**config.mk**
```make
export PLATFORM = sky130hd
export DESIGN_NAME = inv_mix_column_seq
export DESIGN_NICKNAME = d
export VERILOG_FILES = /design/src/rtl/aes_pkg.sv /design/src/rtl/gf_xtime4.sv /design/src/rtl/inv_mix_column_seq.sv
export SDC_FILE = /design/constraint.sdc
export NUM_CORES = 1
export LEC_CHECK = 0
export ABC_AREA = 1
export CAP_MARGIN = 0
export CORE_ASPECT_RATIO = 1.75
export CORE_MARGIN = 3
export CORE_UTILIZATION = 61
export CTS_BUF_LIST = sky130_fd_sc_hd__clkbuf_16
export DETAILED_ROUTE_END_ITERATION = 8
export PLACE_DENSITY = 0.82
export SETUP_SLACK_MARGIN = 0.4
export SLEW_MARGIN = 5
export SYNTH_ARGS = -nofsm -noshare
export SYNTH_HDL_FRONTEND = slang
export SYNTH_HIERARCHICAL = 1
export SYNTH_SLANG_ARGS = --single-unit
```
**constraint.sdc**
```tcl
create_clock -name clock -period 1.8 [get_ports clock]
set_clock_uncertainty 0.1 [all_clocks]
set_input_delay 0.18 -clock clock [delete_from_list [all_inputs] [get_ports clock]]
set_output_delay 0.18 -clock clock [all_outputs]
set_load 0.02 [all_outputs]
```
**src/rtl/aes_pkg.sv**
```systemverilog
// ---------------------------------------------------------------------------
// aes_pkg
// Shared AES GF(2^8) helpers for the column mixing datapath.
//   AES_POLY   : reduction constant for x^8+x^4+x^3+x+1
//   byte_t     : one state byte
//   column_t   : one 32-bit state column, [31:24] = row 0
//   xtime()    : multiply a byte by {02} in GF(2^8)
//   rotl*()    : column byte rotations, byte i of result = byte i+k of input
//   state_e    : sequencing states of inv_mix_column_seq
// ---------------------------------------------------------------------------
package aes_pkg;

    localparam logic [7:0] AES_POLY = 8'h1B;

    typedef logic [7:0]  byte_t;
    typedef logic [31:0] column_t;

    // IDLE: waiting for a column. D1/D2: doubling steps.
    // HOLD: first cycle computes the result (out_valid still low), then the
    // result is held until the consumer takes it.
    typedef enum logic [1:0] {
        IDLE = 2'd0,
        D1   = 2'd1,
        D2   = 2'd2,
        HOLD = 2'd3
    } state_e;

    function automatic byte_t xtime(input byte_t b, input byte_t poly);
        return {b[6:0], 1'b0} ^ (b[7] ? poly : 8'h00);
    endfunction

    // Row i of a column sits at bits [31-8i -: 8], so rotating left by one
    // byte moves row i+1 into row i.
    function automatic column_t rotl8(input column_t c);
        return {c[23:0], c[31:24]};
    endfunction

    function automatic column_t rotl16(input column_t c);
        return {c[15:0], c[31:16]};
    endfunction

    function automatic column_t rotl24(input column_t c);
        return {c[7:0], c[31:8]};
    endfunction

endpackage

```
**src/rtl/gf_xtime4.sv**
```systemverilog
// ---------------------------------------------------------------------------
// gf_xtime4
// Four parallel GF(2^8) xtime lanes over a 32-bit column.
//   din  : input column (four bytes)
//   dout : each byte of din multiplied by {02}, reduced with POLY
// Purely combinational.
// ---------------------------------------------------------------------------
module gf_xtime4
    import aes_pkg::*;
#(
    parameter logic [7:0] POLY = AES_POLY
) (
    input  logic [31:0] din,
    output logic [31:0] dout
);

    for (genvar i = 0; i < 4; i++) begin : g_lane
        assign dout[8*i +: 8] = xtime(din[8*i +: 8], POLY);
    end

endmodule

```
**src/rtl/inv_mix_column_seq.sv**
```systemverilog
// ---------------------------------------------------------------------------
// inv_mix_column_seq
// Sequential AES InvMixColumns on one 32-bit column. The multiples a2, a4
// are built by registered xtime doublings, a8 is formed combinationally in
// the final cycle, and the result is registered 3 edges after accept.
//   clock     : system clock, rising edge
//   resetn    : asynchronous active-low reset
//   in_valid  : in_col carries a column
//   in_ready  : block is idle and accepts a column
//   in_col    : column, [31:24] = row 0 ... [7:0] = row 3
//   out_valid : out_col holds a result
//   out_ready : consumer takes out_col
//   out_col   : result, same byte order as in_col
// Optional: define AES_FWD_MIX_EN to add input fwd, captured at accept;
// fwd=1 applies the forward MixColumns combine instead.
// ---------------------------------------------------------------------------
module inv_mix_column_seq
    import aes_pkg::*;
#(
    parameter logic [7:0] POLY = AES_POLY
) (
    input  logic        clock,
    input  logic        resetn,
`ifdef AES_FWD_MIX_EN
    input  logic        fwd,
`endif
    input  logic        in_valid,
    output logic        in_ready,
    input  logic [31:0] in_col,
    output logic        out_valid,
    input  logic        out_ready,
    output logic [31:0] out_col
);

    state_e  state_q, state_d;
    column_t a_q, a_d;
    column_t a2_q, a2_d;
    column_t a4_q, a4_d;
    column_t out_col_q, out_col_d;
    logic    out_valid_q, out_valid_d;

`ifdef AES_FWD_MIX_EN
    logic    mode_q, mode_d;
`endif

    column_t a2_x, a4_x, a8_x;
    column_t m9, m11, m13, m14;
    column_t inv_col;
    column_t result;

    // Doubling lanes: a->2a and 2a->4a feed registers, 4a->8a feeds the
    // combine directly.
    gf_xtime4 #(.POLY(POLY)) u_x2 (.din(a_q),  .dout(a2_x));
    gf_xtime4 #(.POLY(POLY)) u_x4 (.din(a2_q), .dout(a4_x));
    gf_xtime4 #(.POLY(POLY)) u_x8 (.din(a4_q), .dout(a8_x));

    // Column-wide multiples, then row i gathers rows i..i+3 by rotation:
    // b_i = 14a_i ^ 11a_{i+1} ^ 13a_{i+2} ^ 9a_{i+3}
    assign m9  = a8_x ^ a_q;
    assign m11 = a8_x ^ a2_q ^ a_q;
    assign m13 = a8_x ^ a4_q ^ a_q;
    assign m14 = a8_x ^ a4_q ^ a2_q;
    assign inv_col = m14 ^ rotl8(m11) ^ rotl16(m13) ^ rotl24(m9);

`ifdef AES_FWD_MIX_EN
    column_t fwd_col;
    // b_i = 2a_i ^ 3a_{i+1} ^ a_{i+2} ^ a_{i+3}, with 2a already in a2_q
    assign fwd_col = a2_q ^ rotl8(a2_q ^ a_q) ^ rotl16(a_q) ^ rotl24(a_q);
    assign result  = mode_q ? fwd_col : inv_col;
`else
    assign result  = inv_col;
`endif

    always_comb begin
        state_d     = state_q;
        a_d         = a_q;
        a2_d        = a2_q;
        a4_d        = a4_q;
        out_col_d   = out_col_q;
        out_valid_d = out_valid_q;
`ifdef AES_FWD_MIX_EN
        mode_d      = mode_q;
`endif
        unique case (state_q)
            IDLE: begin
                if (in_valid) begin
                    a_d     = in_col;
`ifdef AES_FWD_MIX_EN
                    mode_d  = fwd;
`endif
                    state_d = D1;
                end
            end
            D1: begin
                a2_d    = a2_x;
                state_d = D2;
            end
            D2: begin
                a4_d    = a4_x;
                state_d = HOLD;
            end
            HOLD: begin
                // Entry cycle has out_valid low: that is the compute cycle.
                if (!out_valid_q) begin
                    out_col_d   = result;
                    out_valid_d = 1'b1;
                end else if (out_ready) begin
                    out_valid_d = 1'b0;
                    state_d     = IDLE;
                end
            end
            default: state_d = IDLE;
        endcase
    end

    always_ff @(posedge clock or negedge resetn) begin
        if (!resetn) begin
            state_q     <= IDLE;
            a_q         <= '0;
            a2_q        <= '0;
            a4_q        <= '0;
            out_col_q   <= '0;
            out_valid_q <= 1'b0;
`ifdef AES_FWD_MIX_EN
            mode_q      <= 1'b0;
`endif
        end else begin
            state_q     <= state_d;
            a_q         <= a_d;
            a2_q        <= a2_d;
            a4_q        <= a4_d;
            out_col_q   <= out_col_d;
            out_valid_q <= out_valid_d;
`ifdef AES_FWD_MIX_EN
            mode_q      <= mode_d;
`endif
        end
    end

    assign in_ready  = (state_q == IDLE);
    assign out_valid = out_valid_q;
    assign out_col   = out_col_q;

endmodule

```
==> impl_results.md, run 1 <==
- H-Tree Depth: 4
- Worst EP Category: sequential cell input
- Starting Density: 0.630
- Area contributors post-synth: nand2_1, dfrtp_1, inv_1, nand3_1, buf_4
- TritonCTS Sinks: 131
- Sequential cell area fraction in the yosys report: 0.303
- RePlAce Congestion: 0.963
- Library cells used by synthesis: 16
- Post-synth top area share: 0.409
- Cell Rows: 63
- Pin count of the biggest net entering global routing: 48
- Final HPWL DP: 24400 um
- Status: aborted with a tool error
- Remaining Overflow, GRT: 8
- #FFs+latches synth: 131
- Synth top cells by count: nand2_1, inv_1, nand3_1, dfrtp_1, o21ai_0
- Log Error: [ERROR GRT-0232] Routing congestion too high. Check the congestion heatmap in the GUI.
- Die W: 107 um
- Worst EP post-GRT repair: out_col[25]$_DFFE_PN0P_/D
- Top-Level Pins: 70
- CTS Root Cell: clkbuf_16
- Number of synthesized flops with an enable pin: 0
- Ys async rst share: 1.00
- Syn_nets: 2006
- Most frequent cell after synthesis: nand2_1
- Last stage: global routing (5_1_grt)
- CTS buffer count: 17
- Clock buffer depth: 2
- Port bufs: 69
- Post-Syn Area per Cell: 5.51 um2
- Ys flop type: dfrtp_1
- Die Height: 182 um
- Placed Area: 11600 um2
- Synth Warn #: 6
- GRT Overall Usage: 0.547
- Mapped cell area: 10800 um2
- Cells after Synth: 1965
- Area leader, netlist: nand2_1
## metal layers
metal  overflow  global-route usage
met1          0               0.524
met2          5               0.808
met3          0               0.297
met4          3               0.537
met5          0              0.0159
## through the flow
step           setup WS [ns]  instances  hold slack [ns]   util
4_1_cts                0.168       2276            0.182  0.780
2_1_floorplan          0.364       1965           -0.216      -
3_3_place_gp          0.0832       2206           0.0628  0.677
3_5_place_dp          0.0332       2206           0.0647  0.677
## kinds of logic after synthesis
kind of cell,after synthesis,synth area share
and+or+nand+nor,1397,0.508
buffers and inverters,332,0.137
AOI/OAI and AO/OA,100,0.0462
adders and majority gates,5,0.00578
DFF,131,0.303
## what timing repair did
item                                    4_1_cts
hold endpoints to repair                     44
resized for setup                           323
pin swaps                                    45
buffers inserted                             24
hold buffers                                  1
endpoints found under the setup margin      123
gates cloned                                 13
==> inputs of run 2 (changes only) <==
--- a/config.mk
+++ b/config.mk
@@ -7,13 +7,10 @@
 export LEC_CHECK = 0
 export ABC_AREA = 1
 export CAP_MARGIN = 0
-export CORE_ASPECT_RATIO = 1.75
 export CORE_MARGIN = 3
-export CORE_UTILIZATION = 61
-export CTS_BUF_LIST = sky130_fd_sc_hd__clkbuf_16
+export CORE_UTILIZATION = 40
 export DETAILED_ROUTE_END_ITERATION = 8
-export PLACE_DENSITY = 0.82
-export SETUP_SLACK_MARGIN = 0.4
+export PLACE_DENSITY_LB_ADDON = 0.15
 export SLEW_MARGIN = 5
 export SYNTH_ARGS = -nofsm -noshare
 export SYNTH_HDL_FRONTEND = slang
==> run 2 against run 1 <==
The flow now finishes without violations. Synthesized cell count unchanged. Synthesized area unchanged.
==> impl_results.md, run 2 <==
- Cell Rows: 59
- Mapped cell area: 10800 um2
- Final setup fails: 0
- #FFs+latches synth: 131
- DRT Wirelength: 32400 um
- Placed Area: 11700 um2
- RePlAce Congestion: 0.895
- Post-route DRC: 0
- Post-Syn Area per Cell: 5.51 um2
- Die W: 171 um
- Slew @ Worst Pin: 0.406 ns
- CTS Root Cell: clkbuf_16
- Clk Latency, worst-skew pair: 0.43 ns
- Area leader, netlist: nand2_1
- Post-synth top area share: 0.409
- Sequential cell area fraction in the yosys report: 0.303
- Crit path DAT: 1.48 ns
- Crit Path Class: reg2out
- Placed insts: 2315
- Dpl ws: -0.00642 ns
- Initial antenna violation count: 1
- Remaining Overflow, GRT: 0
- Setup ws final: 0.0358 ns
- Post-route ant nets: 0
- Ys flop type: dfrtp_1
- Detail Route met3 WL: 1740 um
- Pre-antenna DRT Iters: 7
- Crit path launch type: flop
- Core area: 26400 um2
- Most frequent cell after synthesis: nand2_1
- Number of synthesized flops with an enable pin: 0
- Cell area after layout: 12500 um2
- Cells after Synth: 1965
- Crit-path max FO: 2
- First-pass GRT wire length: 52100 um
- Synth Warn #: 6
- Crit-path slowest cell: clkdlybuf4s50_1
- Vias in the first global route: 10100
- Unrepaired setup endpoints after global routing: true
- Vias: 11400
- CP max stage delay: 0.64 ns
- CTS tree: done
- Commonest non-fill, non-tap cells in the layout: nand2_1, inv_1, nand3_1, dfrtp_1, o21ai_0
- Status: complete, no violations
- Clk slew on worst S/H paths: 0.06 ns
- DR top layer: met4
- Share of cells above drive strength 1: 0.0878
- Leading cell type in the layout, fill and taps excluded: nand2_1
- Syn_nets: 2006
- Finished Layout Cells: 2352
- Final net count: 2045
- Avg Vias per Cell: 4.85
- Crit-path cells: clkdlybuf4s50_1
- Crit share post-route: 0.980
- CTS buffer count: 17
- H-Tree Depth: 4
- DRT met1 WL: 16600 um
- P&R area growth vs syn: 15.1%
- Crit-path leading delay family: buffers and inverters
- Pin count of the biggest net entering global routing: 65
- Drt wl/cell: 13.8 um
- Port bufs: 69
- Area contributors post-synth: nand2_1, dfrtp_1, inv_1, nand3_1, buf_4
- Max cap viols: 0
- TritonCTS Sinks: 131
- Routed wl met2: 13700 um
- Fmax: 0.567 GHz
- Min Tclk post-route: 1.76 ns
- Drt first-iter violations: 964
- Ys async rst share: 1.00
- Die Height: 171 um
- Top-Level Pins: 70
- Min-Delay Path Class: in2async
- Final HPWL DP: 24300 um
- Die ar.: 29100 um2
- Starting Density: 0.411
- Hold Fails Final Rpt: 0
- Synth top cells by count: nand2_1, inv_1, nand3_1, dfrtp_1, o21ai_0
- WP buf/inv: 1
- Slew headroom: 0.726
- Clock buffer depth: 2
- GRT Overall Usage: 0.226
- Critical path endpoint category: output pin
- Required time worst endpoint: 1.52 ns
- Slew Viols, Final: 0
- Library cells used by synthesis: 16
- # diodes: 0
- Setup TNS Final: 0 ns
run 2: metal layers:
layer / GRT usage / vias up
met5: 0 / -
met4: 0.0459 / 0
met2: 0.336 / 253
met3: 0.0381 / 28
met1: 0.344 / 5174
li1: - / 5943
run 2: cell families (layout without fill, tap and decap cells):
logic type / count (synthesis) / in the layout / share of synthesized area
fa+ha+maj: 5 / 5 / 0.00578
buf+inv: 332 / 384 / 0.137
simple gates: 1397 / 1397 / 0.508
compound gates: 100 / 100 / 0.0462
flops: 131 / 131 / 0.303
run 2: worst paths after layout:
path                            slack [ns]  cells after the start                       to                    start
max in group asynchronous             0.91                      3     a4_q[26]$_DFFE_PN0N_                   resetn
worst max-delay path                  0.04                      1               out_col[4]   out_col[4]$_DFFE_PN0P_
min in group clock                    0.22                      3      a_q[28]$_DFFE_PN0P_               in_col[28]
worst min register to register        0.37                      2  out_col[14]$_DFFE_PN0P_  out_col[14]$_DFFE_PN0P_
worst max register to register        0.12                     14   out_col[9]$_DFFE_PN0P_      a4_q[7]$_DFFE_PN0N_
worst min-delay path                  0.10                      2       a_q[5]$_DFFE_PN0P_                   resetn
run 2: layout make-up:
cell class              count  area, um2
clock buffers              24        502
clock inverters             8       98.8
fillers                  2801      13900
inverters                 246        923
multi-input cells        1502       6160
flip-flops and latches    131       3290
well taps                 335        419
repair buffers            106       1070
run 2: metrics by stage:
stage                     hold slack, ns  utilization
after floorplan                   -0.216            -
after global placement          -0.00303        0.444
after detailed placement         0.00361        0.444
after CTS                          0.109        0.468
after global routing               0.129        0.473
final                              0.105        0.473
run 2: what timing repair did:
item | 4_1_cts | 5_1_grt
buffers inserted | 0 | 4
endpoints found under the hold margin | 131 | 0
pin swaps | 0 | 8
setup endpoints to repair | 4 | 19
gates resized for setup | 5 | 47
hold buffers | 1 | 0
Power of run 2 is left out: the tool's default activity adds up to more than one toggle a clock period on the data nets, which glitch-free logic cannot reach.
==> inputs of run 3 (changes only) <==
--- a/config.mk
+++ b/config.mk
@@ -8,7 +8,7 @@
 export ABC_AREA = 1
 export CAP_MARGIN = 0
 export CORE_MARGIN = 3
-export CORE_UTILIZATION = 40
+export CORE_UTILIZATION = 35
 export DETAILED_ROUTE_END_ITERATION = 8
 export PLACE_DENSITY_LB_ADDON = 0.15
 export SLEW_MARGIN = 5
==> run 3 against run 2 <==
Critical path depth up 2. Utilization fell by 5.4 points. Register-to-register slack barely moved. Flip-flop and latch count unchanged. Worst setup slack better by 0.056 ns. Non-clock buffer count is 1 higher. Die area is 14% higher. Critical path type unchanged. Critical endpoint is now in_ready.
==> impl_results.md, run 3 (synthesized netlist as in run 2, its figures left out) <==
- Critical path endpoint category: output pin
- Die Height: 182 um
- Share of cells above drive strength 1: 0.0887
- First-pass GRT wire length: 51700 um
- Final net count: 2046
- Fin Hold WS: 0.132 ns
- Crit path DAT: 1.43 ns
- CTS Root Cell: clkbuf_16
- CTS buffer count: 17
- Slew Viols, Final: 0
- Top-Level Pins: 70
- Crit Path Class: reg2out
- GRT Overall Usage: 0.195
- Final setup fails: 0
- TritonCTS Sinks: 131
- Clk Latency, worst-skew pair: 0.43 ns
- Hold Fails Final Rpt: 0
- Cell Rows: 63
- Post-route DRC: 0
- Required time worst endpoint: 1.52 ns
- CTS tree: done
- Vias in the first global route: 9864
- Final core occ: 0.419
- Min-Delay Path Class: in2async
- Min Tclk post-route: 1.71 ns
- Starting Density: 0.360
- Status: complete, no violations
- Setup ws final: 0.0919 ns
- H-Tree Depth: 4
- Final HPWL DP: 24200 um
- Drt first-iter violations: 790
- Drt wl/cell: 13.4 um
- Crit share post-route: 0.949
- Post-route ant nets: 0
- P&R area growth vs syn: 16.3%
- DRT Wirelength: 32300 um
- Avg Vias per Cell: 4.71
- Slew @ Worst Pin: 0.441 ns
- Clock buffer depth: 2
- Setup TNS Final: 0 ns
- Vias: 11300
- RePlAce Congestion: 0.874
- Fmax: 0.585 GHz
- Die W: 182 um
- Initial antenna violation count: 1
- Die ar.: 33100 um2
- Unrepaired setup endpoints after global routing: true
- Port bufs: 69
- Crit path launch type: flop
- Leading cell type in the layout, fill and taps excluded: nand2_1
- # diodes: 0
- Crit-path max FO: 4
- Dpl ws: -0.109 ns
- Pin count of the biggest net entering global routing: 65
- Max cap viols: 0
- Commonest non-fill, non-tap cells in the layout: nand2_1, inv_1, nand3_1, dfrtp_1, o21ai_0
- Remaining Overflow, GRT: 0
- Pre-antenna DRT Iters: 6
- Slew headroom: 0.703
- Clk slew on worst S/H paths: 0.06 ns
- Core area: 30000 um2
run 3: cell count changes in the layout (fill, tap and decap cells not counted), sizes merged:
cell,previous run,this run
clkinvlp,2,1
clkinv,4,7
buf,37,38
bufinv,2,4
clkbuf,24,20
run 3: worst paths after layout:
path / depth (start not counted) / slack, ns / endpoint / startpoint
setup / recovery: 3 / 0.09 / in_ready / state_q[1]$_DFFE_PN0P_
hold / removal: 2 / 0.13 / out_col[13]$_DFFE_PN0P_ / resetn
setup reg to reg: 14 / 0.11 / out_col[20]$_DFFE_PN0P_ / a4_q[23]$_DFFE_PN0N_
hold reg to reg: 2 / 0.38 / out_col[14]$_DFFE_PN0P_ / out_col[14]$_DFFE_PN0P_
max in group asynchronous: 3 / 0.84 / out_col[2]$_DFFE_PN0P_ / resetn
min in group clock: 3 / 0.22 / a_q[13]$_DFFE_PN0P_ / in_col[13]
run 3: area by class of cell:
type / instances / area [um2]
inverter: 246 / 923
tap: 390 / 488
sequential: 131 / 3290
clock inverter: 12 / 181
clock buffer: 20 / 447
timing repair buffer: 107 / 1080
multi-input combinational: 1502 / 6190
fill: 3214 / 17400
run 3: per-layer routing:
| layer | track usage | wire length, um | vias to the layer above |
|---|---|---|---|
| met5 | 0 | 0 | - |
| met4 | 0.0320 | 242 | 0 |
| met3 | 0.0264 | 1530 | 18 |
| met2 | 0.304 | 14000 | 229 |
| met1 | 0.292 | 16500 | 5129 |
| li1 | - | - | 5965 |
run 3: critical path, stage by stage (launching register included):
cell	delay, ns
dfrtp_1	0.40
inv_1	0.13
ha_2	0.21
clkdlybuf4s15_2	0.26
run 3: stage by stage:
stage                     instances  area [um2]
after floorplan                1965       10800
after global placement         2368       11800
after detailed placement       2368       11800
after CTS                      2401       12400
after global routing           2408       12600
final                          2408       12600
run 3: timing repair:
action	in CTS	in global routing
setup buffers	0	7
resized for setup	7	49
endpoints found under the hold margin	131	0
hold buffers	1	0
pin swaps	0	13
endpoints found under the setup margin	8	18
Power of run 3 is left out for the same reason.
